File: src/rtl/uart_mmio_responder.sv
// Memory-mapped 8N1 UART responder: TXD/RXD/CON registers at 0x40000018..0x40000020.
// Serialises TXD stores onto uart_tx and deserialises uart_rx into RXD.
module uart_mmio_responder #(
    parameter int unsigned CLKS_PER_BIT = 5208
) (
    input  logic        clk,
    input  logic        reset,
    input  logic [31:0] addr,
    input  logic [31:0] wdata,
    input  logic        rd,
    input  logic        wr,
    output logic [31:0] rdata,
    input  logic        uart_rx,
    output logic        uart_tx,
    output logic        irq
);

    localparam int unsigned CW = $clog2(CLKS_PER_BIT);
    localparam logic [CW-1:0] BAUD_LAST = CW'(CLKS_PER_BIT - 1);
    localparam logic [CW-1:0] BAUD_HALF = CW'(CLKS_PER_BIT / 2 - 1);

    localparam logic [31:0] ADDR_TXD = 32'h4000_0018;
    localparam logic [31:0] ADDR_RXD = 32'h4000_001C;
    localparam logic [31:0] ADDR_CON = 32'h4000_0020;

    typedef enum logic [1:0] {TX_IDLE, TX_START, TX_DATA, TX_STOP} tx_state_t;
    typedef enum logic [1:0] {RX_IDLE, RX_START, RX_DATA, RX_STOP} rx_state_t;

    tx_state_t      tx_state;
    rx_state_t      rx_state;
    logic [7:0]     txd, rxd, tx_shift, rx_shift;
    logic           tx_en, rx_en;
    logic           tx_done, rx_ready, frame_err;
    logic           tx_busy;
    logic [CW-1:0]  tx_cnt, rx_cnt;
    logic [2:0]     tx_bit, rx_bit;
    logic           rx_s1, rx_s2, rx_prev;

    logic sel_txd, sel_rxd, sel_con;
    logic txd_wr, con_wr, con_rd;
    logic unused_wdata;

    assign sel_txd = (addr == ADDR_TXD);
    assign sel_rxd = (addr == ADDR_RXD);
    assign sel_con = (addr == ADDR_CON);
    assign txd_wr  = wr & sel_txd;
    assign con_wr  = wr & sel_con;
    assign con_rd  = rd & sel_con;
    assign tx_busy = (tx_state != TX_IDLE);
    assign unused_wdata = ^wdata[31:8];

    always_comb begin
        rdata = '0;
        if (rd) begin
            if (sel_txd)
                rdata = {24'b0, txd};
            else if (sel_rxd)
                rdata = {24'b0, rxd};
            else if (sel_con)
                rdata = {26'b0, frame_err, tx_busy, rx_ready, tx_done, rx_en, tx_en};
        end
    end

    always_ff @(posedge clk) begin
        if (reset) begin
            txd   <= '0;
            tx_en <= 1'b1;
            rx_en <= 1'b1;
        end else begin
            if (txd_wr)
                txd <= wdata[7:0];
            if (con_wr)
                {rx_en, tx_en} <= wdata[1:0];
        end
    end

    // Frame data is snapshotted into tx_shift so TXD writes while busy cannot corrupt it.
    always_ff @(posedge clk) begin
        if (reset) begin
            tx_state <= TX_IDLE;
            uart_tx  <= 1'b1;
            tx_cnt   <= '0;
            tx_bit   <= '0;
            tx_shift <= '0;
            tx_done  <= 1'b0;
        end else begin
            if (con_rd)
                tx_done <= 1'b0;
            case (tx_state)
                TX_IDLE: begin
                    uart_tx <= 1'b1;
                    tx_cnt  <= '0;
                    tx_bit  <= '0;
                    if (txd_wr && tx_en) begin
                        tx_shift <= wdata[7:0];
                        uart_tx  <= 1'b0;
                        tx_state <= TX_START;
                    end
                end
                TX_START: begin
                    if (tx_cnt == BAUD_LAST) begin
                        tx_cnt   <= '0;
                        tx_bit   <= '0;
                        uart_tx  <= tx_shift[0];
                        tx_state <= TX_DATA;
                    end else begin
                        tx_cnt <= tx_cnt + 1'b1;
                    end
                end
                TX_DATA: begin
                    if (tx_cnt == BAUD_LAST) begin
                        tx_cnt <= '0;
                        if (tx_bit == 3'd7) begin
                            uart_tx  <= 1'b1;
                            tx_state <= TX_STOP;
                        end else begin
                            tx_bit   <= tx_bit + 3'd1;
                            tx_shift <= {1'b0, tx_shift[7:1]};
                            uart_tx  <= tx_shift[1];
                        end
                    end else begin
                        tx_cnt <= tx_cnt + 1'b1;
                    end
                end
                TX_STOP: begin
                    if (tx_cnt == BAUD_LAST) begin
                        tx_cnt   <= '0;
                        tx_state <= TX_IDLE;
                        tx_done  <= 1'b1;
                    end else begin
                        tx_cnt <= tx_cnt + 1'b1;
                    end
                end
                default: tx_state <= TX_IDLE;
            endcase
        end
    end

    always_ff @(posedge clk) begin
        if (reset) begin
            rx_s1   <= 1'b1;
            rx_s2   <= 1'b1;
            rx_prev <= 1'b1;
        end else begin
            rx_s1   <= uart_rx;
            rx_s2   <= rx_s1;
            rx_prev <= rx_s2;
        end
    end

    // Flag clears precede the FSM so a set on the same edge as a CON read wins.
    always_ff @(posedge clk) begin
        if (reset) begin
            rx_state  <= RX_IDLE;
            rx_cnt    <= '0;
            rx_bit    <= '0;
            rx_shift  <= '0;
            rxd       <= '0;
            rx_ready  <= 1'b0;
            frame_err <= 1'b0;
        end else begin
            if (con_rd) begin
                rx_ready  <= 1'b0;
                frame_err <= 1'b0;
            end
            if (!rx_en) begin
                rx_state <= RX_IDLE;
                rx_cnt   <= '0;
                rx_bit   <= '0;
            end else begin
                case (rx_state)
                    RX_IDLE: begin
                        rx_cnt <= '0;
                        rx_bit <= '0;
                        if (rx_prev && !rx_s2)
                            rx_state <= RX_START;
                    end
                    RX_START: begin
                        if (rx_cnt == BAUD_HALF) begin
                            rx_cnt   <= '0;
                            rx_state <= rx_s2 ? RX_IDLE : RX_DATA;
                        end else begin
                            rx_cnt <= rx_cnt + 1'b1;
                        end
                    end
                    RX_DATA: begin
                        if (rx_cnt == BAUD_LAST) begin
                            rx_cnt   <= '0;
                            rx_shift <= {rx_s2, rx_shift[7:1]};
                            if (rx_bit == 3'd7)
                                rx_state <= RX_STOP;
                            else
                                rx_bit <= rx_bit + 3'd1;
                        end else begin
                            rx_cnt <= rx_cnt + 1'b1;
                        end
                    end
                    RX_STOP: begin
                        if (rx_cnt == BAUD_LAST) begin
                            rx_cnt   <= '0;
                            rx_state <= RX_IDLE;
                            if (rx_s2) begin
                                rxd      <= rx_shift;
                                rx_ready <= 1'b1;
                            end else begin
                                frame_err <= 1'b1;
                            end
                        end else begin
                            rx_cnt <= rx_cnt + 1'b1;
                        end
                    end
                    default: rx_state <= RX_IDLE;
                endcase
            end
        end
    end

    always_ff @(posedge clk) begin
        if (reset)
            irq <= 1'b0;
        else
            irq <= rx_ready | tx_done;
    end

endmodule

File: config.mk
export PLATFORM = sky130hd
export DESIGN_NAME = uart_mmio_responder
export DESIGN_NICKNAME = d
export VERILOG_FILES = /design/src/rtl/uart_mmio_responder.sv
export SDC_FILE = /design/constraint.sdc
export NUM_CORES = 1
export LEC_CHECK = 0
export CAP_MARGIN = 25
export CORE_MARGIN = 10
export CORE_UTILIZATION = 35
export CTS_CLUSTER_SIZE = 8
export DETAILED_ROUTE_END_ITERATION = 12
export MAX_ROUTING_LAYER = met4
export SLEW_MARGIN = 20
export SYNTH_ARGS = -nofsm -noshare
export SYNTH_HDL_FRONTEND = slang
export SYNTH_SLANG_ARGS = --single-unit
File: constraint.sdc
create_clock -name clk -period 2.9 [get_ports clk]
set_input_delay 0.58 -clock clk [delete_from_list [all_inputs] [get_ports clk]]
set_output_delay 0.58 -clock clk [all_outputs]
set_load 0.05 [all_outputs]
==> metrics.yaml, run 1 <==
status: "complete, no violations"
r2r-end: "rx_shift[6]"
syn_avg_cell_area_um2: 9.070
pin_count: 103
finalCritPeriodShare: 0.9763
die_area_um2: 15770
hold_viol: 0
coreArea_um2: 10890
drtIter0Drc: 85
ys_top_cells_by_count: "dfxtp_1 (78), nor2_1 (78), mux2i_1 (38)"
ys_ff_latch: 78
vias: 3127
cp-end-kind: "output port"
dp_hpwl_um: 6892
combPwrFrac: 0.158
hp-class: "reg2reg"
critical_path_arrival_ns: 2.25
slew_headroom: 0.5203
drc: 0
ys_seq_area_frac: 0.4004
synth_cell_types: 53
cts_root_buf: "clkbuf_8"
grt_util_all_layers: 0.1149
power_switching_mw: 0.6628
holdCritStartpoint: "rx_s1"
first_pass_iters: 4
overflow: 0
worst_setup_path_start_kind: "primary input"
synth_top_area_frac: 0.4004
diodes: 0
p_sw_frac: 0.2641
start_util: 0.3582
required_ns: 2.32
clk_path_buf_depth: 2
insertion_delay_ns: 0.35
worst_pin_slew_ns: 0.7173
r2r_slack_ns: 0.58
cts-htree-levels: 3
clk_pin_slew_worst_paths_ns: 0.08
ir_worst_vdd_mv: 0.3072
die_width_um: 125.6
cap_violations: 0
wl_per_cell_um: 14.20
fillers: 1054
max_freq_mhz: 353.2
area_growth_pct: 27.43
period_needed_ns: 2.831
p_int_mw: 1.846
setup_viol: 0
num_rows: 38
routed_wl_um: 9075
fin_util: 0.4564
power_density_nw_per_um2: 504.9
cts.sinks: 78
rsz0062_at_grt: "true"
pwr-share-seq: 0.454
yosysWarningCount: 0
path_class: "in2out"
globalplace.congestion: 0.8247
ys_top_cells_by_area: "dfxtp_1 (40%), mux2i_1 (9.8%), nor2_1 (7.5%)"
netlist_area_um2: 3900
dieHeight_um: 125.6
cts_hold_buf: 0
finClkSkew_ns: 0.01116
port_buffers: 54
antenna_found_initial: 0
slew_violations: 0
synthArstFlopShare: 0
nNetsFinal: 574
p_clk_frac: 0.388
drive_gt1_frac: 0.1423
tritoncts: "built"
r2r_cells: 6
grt_pass1_wl_um: 14960
min_path_cells: 1
via_per_inst: 4.894
final_antenna_net_count: 0
synth_area_leader_cell: "dfxtp_1"
cts_buffers: 9
critPathMaxFanout: 5
r2r_start: "rx_cnt[0]"
synth_edf_count: 0
synthFlopType: "dfxtp_1"
grt_max_degree: 37
first_global_vias: 3095
synthCells: 430
p_leak_nw: 1.830
hold_path_end: "rx_s2"
total_power_mw: 2.509
[metrics by stage]
stage / std cells / instance area [µm²] / setup TNS (ns) / hold WS (ns) / setup WS, ns
2_1_floorplan: 453 / 3986 / -0.6928 / 0.3895 / -0.3464
3_5_place_dp: 620 / 4624 / -0.6471 / 0.4075 / -0.1371
5_1_grt: 639 / 4970 / -0.01512 / 0.4523 / -0.01512
3_3_place_gp: 620 / 4618 / -0.2534 / 0.3954 / -0.08580
4_1_cts: 636 / 4871 / 0 / 0.4252 / 0.02818
6_report: 639 / 4970 / 0 / 0.4166 / 0.06867
[layer usage]
layer / wire (µm) / global-route usage / vias up
met5: 0 / - / -
met2: 4458 / 0.1903 / 46
li1: - / - / 1586
met1: 4112 / 0.1306 / 1486
met4: 82 / 0.03726 / 0
met3: 422 / 0.03295 / 9
[state kept, by name, summed over array words and instances (netlist names), 2 cells and up, named ones only]
| name | flops |
|---|---|
| rx_cnt | 13 |
| tx_cnt | 13 |
| rx_shift | 8 |
| rxd | 8 |
| tx_shift | 8 |
| txd | 8 |
| rx_bit | 3 |
| tx_bit | 3 |
| tx_state | 2 |
[final cells by class]
| cell class | count | area [µm²] | area share |
|---|---|---|---|
| repair buffers | 70 | 743.2 | 0.1495 |
| multi-input cells | 324 | 2211 | 0.4449 |
| well taps | 140 | 175.2 | 0.03525 |
| inverters | 11 | 41.29 | 0.008308 |
| clock inverters | 6 | 110.1 | 0.02216 |
| clock buffers | 10 | 127.6 | 0.02568 |
| flip-flops and latches | 78 | 1562 | 0.3142 |
[cell families after synthesis]
family	count (synthesis)	share of synthesized area
other cells	1	0.0009615
buf+inv	52	0.08117
flops	78	0.4004
simple gates	171	0.2243
compound gates	49	0.08855
fa+ha+maj	11	0.03529
mux	45	0.1177
xor+xnor	23	0.05165
[worst max-delay path, cell delays in order]
cell and delay (ns):
clkdlybuf4s50_1 0.45, nor4_4 0.31, nand4_1 0.16, or2_2 0.38, nor2_1 0.20, buf_12 0.17
[repair_timing]
| item | 4_1_cts | 5_1_grt |
|---|---|---|
| cloned | 0 | 1 |
| setup endpoints to repair | 8 | 8 |
| pin swaps | 0 | 7 |
| gates resized for setup | 2 | 14 |
| setup buffers | 0 | 2 |
[power groups by stage]
stage	sequential, mW	combinational, mW	clock (mW)
floorplan	1.17	0.291	0
global placement	1.16	0.375	0
global route	1.14	0.435	1.04
detailed placement	1.16	0.387	0
finish	1.14	0.396	0.974
CTS	1.14	0.388	0.990
[cells in the final DEF, fill, tap and decap left out, types with 4 or more instances in the layout]
master and count:
dfxtp_1 78, nor2_1 75, clkdlybuf4s50_1 45, mux2i_1 38
conb_1 24, nand3_1 20, nand2_1 16, buf_4 16
a21oi_1 15, xor2_1 12, inv_1 11, xnor2_1 11
ha_1 11, o21bai_1 9, clkbuf_8 9, buf_12 8
mux2_2 7, o311a_1 7, nor3_1 6, or2_2 6
o21ai_0 5, nand4_1 4, and3_1 4
[how the worst max path moves through the flow]
stage	end	slack (ns)	from	depth (start not counted)
3_3_place_gp	rdata[7]	-0.09	addr[18]	7
2_1_floorplan	rdata[6]	-0.35	addr[14]	5
6_report	rdata[4]	0.07	addr[14]	6
5_1_grt	rdata[4]	-0.02	addr[14]	6
3_5_place_dp	rdata[7]	-0.14	addr[10]	7
4_1_cts	rdata[7]	0.03	addr[25]	7
No activity file was read; power rests on OpenSTA's default activity.
==> run 2, diff against run 1 <==
--- a/config.mk
+++ b/config.mk
@@ -10,7 +10,6 @@
 export CORE_UTILIZATION = 35
 export CTS_CLUSTER_SIZE = 8
 export DETAILED_ROUTE_END_ITERATION = 12
-export MAX_ROUTING_LAYER = met4
 export SLEW_MARGIN = 20
 export SYNTH_ARGS = -nofsm -noshare
 export SYNTH_HDL_FRONTEND = slang
==> run 2 against run 1 <==
Cell area unchanged. Count of clock-buffer cells in the layout unchanged. Worst hold slack better by 0.0011 ns. Die area unchanged. Clock skew about the same. Total power about the same. Largest cell class unchanged. Highest routed layer unchanged.
==> metrics.yaml, run 2 (synthesis gave the netlist of run 1 again) <==
grt_pass1_wl_um: 14980  # was 14960 µm
first_global_vias: 3096  # was 3095
via_per_inst: 4.881  # was 4.894
clk_path_buf_depth: 2  # unchanged
vias: 3119  # was 3127
finalSetupTns_ns: 0  # unchanged
dieHeight_um: 125.6  # unchanged
insertion_delay_ns: 0.34  # was 0.35 ns
die_area_um2: 15770  # unchanged
globalplace.congestion: 0.8128  # was 0.8247
cts_root_buf: "clkbuf_8"  # unchanged
critical_path_arrival_ns: 2.25  # about the same
cts-htree-levels: 3  # unchanged
pin_count: 103  # unchanged
status: "complete, no violations"  # unchanged
final_antenna_net_count: 0  # unchanged
finalCritPeriodShare: 0.9768  # was 0.9763
final_cell_mix: "dfxtp_1 (78), nor2_1 (75), clkdlybuf4s50_1 (45), mux2i_1 (38), conb_1 (24)"  # unchanged
cp-end-kind: "output port"  # unchanged
path_class: "in2out"  # unchanged
num_rows: 38  # unchanged
overflow: 0  # unchanged
routed_wl_um: 9082  # was 9075 µm
p_leak_nw: 1.830  # unchanged
nNetsFinal: 574  # unchanged
max_freq_mhz: 353.0  # was 353.2 MHz
slew_violations: 0  # unchanged
cts_hold_buf: 0  # unchanged
cts.sinks: 78  # unchanged
clk_pin_slew_worst_paths_ns: 0.08  # about the same
port_buffers: 54  # unchanged
fin_ws_ns: 0.06742  # was 0.06867 ns
instances_no_fill: 639  # unchanged
grt_max_degree: 37  # unchanged
first_pass_iters: 4  # unchanged
drc: 0  # unchanged
area_growth_pct: 27.43  # unchanged
start_util: 0.3582  # unchanged
drtIter0Drc: 85  # unchanged
wl_per_cell_um: 14.21  # was 14.20 µm
hp-class: "reg2reg"  # unchanged
finClkSkew_ns: 0.01122  # was 0.01116 ns
largest_registers: "rx_cnt x13, tx_cnt x13"  # unchanged
worst_pin_slew_ns: 0.7176  # was 0.7173 ns
hold_viol: 0  # unchanged
cap_violations: 0  # unchanged
required_ns: 2.32  # about the same
dp_hpwl_um: 6892  # unchanged
dp.cells: 620  # unchanged
slew_headroom: 0.5201  # was 0.5203
place_ws_ns: -0.1371  # unchanged
fillers: 1054  # unchanged
ir_worst_vdd_mv: 0.3077  # was 0.3072 mV
worst_setup_path_start_kind: "primary input"  # unchanged
coreArea_um2: 10890  # unchanged
critPathMaxFanout: 5  # unchanged
diodes: 0  # unchanged
final_common_cell: "dfxtp_1"  # unchanged
antenna_found_initial: 0  # unchanged
rsz0062_at_grt: "true"  # unchanged
tritoncts: "built"  # unchanged
power_density_nw_per_um2: 504.4  # was 504.9 nW/µm²
setup_viol: 0  # unchanged
grt_util_all_layers: 0.1118  # was 0.1149
cts_buffers: 9  # unchanged
period_needed_ns: 2.833  # was 2.831 ns
die_width_um: 125.6  # unchanged
drive_gt1_frac: 0.1423  # unchanged
-- run 2: cell counts in the layout (fill, tap and decap cells not counted) --
No cell type changed its count.
-- run 2: repair_timing --
| item | 4_1_cts | 5_1_grt |
|---|---|---|
| resized for setup | 2 | 14 |
| endpoints found under the hold margin | 0 | 0 |
| cloned | 0 | 1 |
| buffers inserted | 0 | 2 |
| pin swaps | 0 | 7 |
| setup endpoints to repair | 8 | 8 |
-- run 2: cell type report --
cell class | count | area, µm² | area share
repair buffers | 70 | 743.2 | 0.1495
flip-flops and latches | 78 | 1562 | 0.3142
clock inverters | 6 | 110.1 | 0.02216
inverters | 11 | 41.29 | 0.008308
clock buffers | 10 | 127.6 | 0.02568
well taps | 140 | 175.2 | 0.03525
multi-input cells | 324 | 2211 | 0.4449
-- run 2: stage by stage --
stage               total power [mW]  cell area [µm²]  hold slack, ns    util
detailed placement             1.551             4624          0.4075  0.4247
floorplan                      1.461             3986          0.3895       -
global placement               1.538             4618          0.3954  0.4242
finish                         2.507             4970          0.4177  0.4564
CTS                            2.518             4871          0.4252  0.4474
global route                   2.619             4970          0.4523  0.4564
-- run 2: layer usage --
| layer | up-vias | GRT usage | routed length [µm] |
|---|---|---|---|
| li1 | 1585 | - | - |
| met1 | 1483 | 0.1323 | 4136 |
| met2 | 44 | 0.1885 | 4453 |
| met3 | 7 | 0.03295 | 416 |
| met4 | 0 | 0.03794 | 76 |
| met5 | - | 0 | 0 |
-- run 2: report_power, final --
| group | total (mW) | leakage [nW] | internal, mW | switching [mW] |
|---|---|---|---|---|
| Sequential | 1.14 | 0.629 | 1.11 | 0.0262 |
| Clock | 0.972 | 0.112 | 0.571 | 0.401 |
| Combinational | 0.396 | 1.09 | 0.163 | 0.233 |
-- run 2: critical path, stage by stage --
cell,delay [ns]
clkdlybuf4s50_1,0.45
nor4_4,0.31
nand4_1,0.16
or2_2,0.38
nor2_1,0.20
buf_12,0.17
-- run 2: path summary, 6_finish.rpt --
path | startpoint | cells past startpoint | slack [ns] | end
max reg2reg | rx_cnt[0] | 6 | 0.57 | rx_shift[6]
min | rx_s1 | 1 | 0.42 | rx_s2
max | addr[14] | 6 | 0.07 | rdata[4]
min reg2reg | rx_s1 | 1 | 0.42 | rx_s2
==> run 3, diff against run 2 <==
--- a/config.mk
+++ b/config.mk
@@ -6,10 +6,12 @@
 export NUM_CORES = 1
 export LEC_CHECK = 0
 export CAP_MARGIN = 25
+export CORE_ASPECT_RATIO = 1.4
 export CORE_MARGIN = 10
-export CORE_UTILIZATION = 35
+export CORE_UTILIZATION = 49
 export CTS_CLUSTER_SIZE = 8
 export DETAILED_ROUTE_END_ITERATION = 12
+export PLACE_DENSITY = 0.81
 export SLEW_MARGIN = 20
 export SYNTH_ARGS = -nofsm -noshare
 export SYNTH_HDL_FRONTEND = slang
==> run 3 against run 2 <==
Die area fell by 24%. Clock skew fell by 0.0024 ns. Count of clock-buffer cells in the layout rose by 1. Fmax fell by 0.46%. Cell area fell by 0.53%. Register-to-register slack barely moved. Flip-flop and latch count did not move. Total power fell by 1.9%. Via count rose by 2.2%. Critical path type unchanged.
==> metrics.yaml, run 3 (synthesis gave the netlist of run 1 again) <==
overflow: 0  # unchanged
nNetsFinal: 574  # unchanged
finalCritPeriodShare: 0.9813  # was 0.9768
max_freq_mhz: 351.4  # was 353.0 MHz
final_cell_mix: "dfxtp_1 (78), nor2_1 (76), mux2i_1 (38), clkdlybuf4s50_1 (29), conb_1 (24)"  # was dfxtp_1 (78), nor2_1 (75), clkdlybuf4s50_1 (45), mux2i_1 (38), conb_1 (24)
clk_path_buf_depth: 2  # unchanged
dp_hpwl_um: 6893  # was 6892 µm
combPwrFrac: 0.162  # was 0.158
status: "complete, no violations"  # unchanged
cap_violations: 0  # unchanged
cts_hold_buf: 0  # unchanged
critical_path_arrival_ns: 2.27  # was 2.25 ns
p_sw_frac: 0.2649  # was 0.2635
cp-end-kind: "output port"  # unchanged
die_width_um: 95.40  # was 125.6 µm
first_global_vias: 3243  # was 3096
start_util: 0.5032  # was 0.3582
p_int_mw: 1.807  # was 1.846 mW
num_rows: 38  # unchanged
power_density_nw_per_um2: 497.3  # was 504.4 nW/µm²
slew_headroom: 0.6299  # was 0.5201
globalplace.congestion: 0.8511  # was 0.8128
worst_pin_slew_ns: 0.5525  # was 0.7176 ns
final_common_cell: "dfxtp_1"  # unchanged
cts_root_buf: "clkbuf_8"  # unchanged
hold_viol: 0  # unchanged
wl_per_cell_um: 15.50  # was 14.21 µm
vias: 3189  # was 3119
grt_pass1_wl_um: 15140  # was 14980 µm
cts.sinks: 78  # unchanged
hold_slack_ns: 0.4062  # was 0.4177 ns
drc: 0  # unchanged
first_pass_iters: 4  # unchanged
area_growth_pct: 26.76  # was 27.43%
port_buffers: 54  # unchanged
period_needed_ns: 2.846  # was 2.833 ns
tritoncts: "built"  # unchanged
cts_buffers: 9  # unchanged
die_area_um2: 11980  # was 15770 µm²
grt_max_degree: 37  # unchanged
finClkSkew_ns: 0.008845  # was 0.01122 ns
fillers: 612  # was 1054
worst_setup_path_start_kind: "primary input"  # unchanged
critPathMaxFanout: 6  # was 5
routed_wl_um: 9287  # was 9082 µm
diodes: 0  # unchanged
path_class: "in2out"  # unchanged
hp-class: "reg2reg"  # unchanged
largest_registers: "rx_cnt x13, tx_cnt x13"  # unchanged
antenna_found_initial: 0  # unchanged
slew_violations: 0  # unchanged
required_ns: 2.32  # about the same
p_clk_frac: 0.374  # was 0.388
pwr-share-seq: 0.464  # was 0.454
via_per_inst: 5.324  # was 4.881
ir_worst_vdd_mv: 0.3630  # was 0.3077 mV
insertion_delay_ns: 0.35  # was 0.34 ns
drtIter0Drc: 191  # was 85
setup_viol: 0  # unchanged
grt_util_all_layers: 0.1539  # was 0.1118
finalSetupTns_ns: 0  # unchanged
regArea_um2: 1562  # unchanged
drive_gt1_frac: 0.1423  # unchanged
cts-htree-levels: 3  # unchanged
p_leak_nw: 1.978  # was 1.830 nW
multi_input_area_um2: 2200  # was 2211 µm²
coreArea_um2: 7750  # was 10890 µm²
pin_count: 103  # unchanged
clk_pin_slew_worst_paths_ns: 0.08  # about the same
power_switching_mw: 0.6513  # was 0.6604 mW
dieHeight_um: 125.6  # unchanged
final_antenna_net_count: 0  # unchanged
-- run 3: cell count changes in the layout (fill, tap and decap cells not counted), sizes merged --
cell,delta
bufinv,-1
clkbuf,+1
clkdlybuf4s50,-16
clkinv,+1
clkinvlp,-1
dlymetal6s2s,+16
-- run 3: final timing paths --
path	start	to	slack (ns)	depth (start not counted)
worst max register to register	rx_cnt[0]	rx_shift[7]	0.56	6
worst min register to register	rx_s1	rx_s2	0.41	1
worst min-delay path	rx_s1	rx_s2	0.41	1
worst max-delay path	addr[11]	rdata[7]	0.05	7
-- run 3: routing by layer --
metal	vias up	routed length (µm)	track usage
li1	1584	-	-
met1	1533	3499	0.1593
met2	59	5217	0.2905
met3	13	459	0.03533
met4	0	110	0.04787
met5	-	0	0
-- run 3: worst max-delay path: stages --
cell	delay, ns
clkdlybuf4s50_1	0.45
nor4_4	0.25
nand4_1	0.21
or2_4	0.33
nor3_2	0.18
buf_4	0.14
buf_12	0.12
-- run 3: timing repair --
action,4_1_cts,5_1_grt
buffers inserted,0,1
endpoints found under the hold margin,0,0
gates resized for setup,9,22
pin swaps,3,11
gates cloned,1,0
setup endpoints to repair,8,8
-- run 3: layout make-up --
cell class              count  area share
multi-input cells         324      0.4450
flip-flops and latches     78      0.3159
repair buffers             70      0.1584
clock buffers              11     0.03063
well taps                 100     0.02531
clock inverters             5     0.01645
inverters                  11    0.008352
-- run 3: power groups by stage --
| stage | Clock [mW] | Sequential (mW) | Combinational (mW) |
|---|---|---|---|
| finish | 0.918 | 1.14 | 0.399 |
| global route | 0.985 | 1.15 | 0.432 |
| CTS | 0.937 | 1.14 | 0.395 |
| detailed placement | 0 | 1.16 | 0.389 |
| global placement | 0 | 1.16 | 0.374 |
| floorplan | 0 | 1.17 | 0.291 |
-- run 3: stage by stage --
step	setup slack [ns]	area, µm²	utilization	total power, mW	cells
after floorplan	-0.3464	3986	-	1.461	453
after global placement	-0.03875	4568	0.5894	1.537	580
after detailed placement	-0.1525	4576	0.5904	1.552	581
after CTS	-0.01711	4861	0.6272	2.471	598
after global routing	-0.02859	4943	0.6379	2.564	599
final	0.05423	4943	0.6379	2.458	599
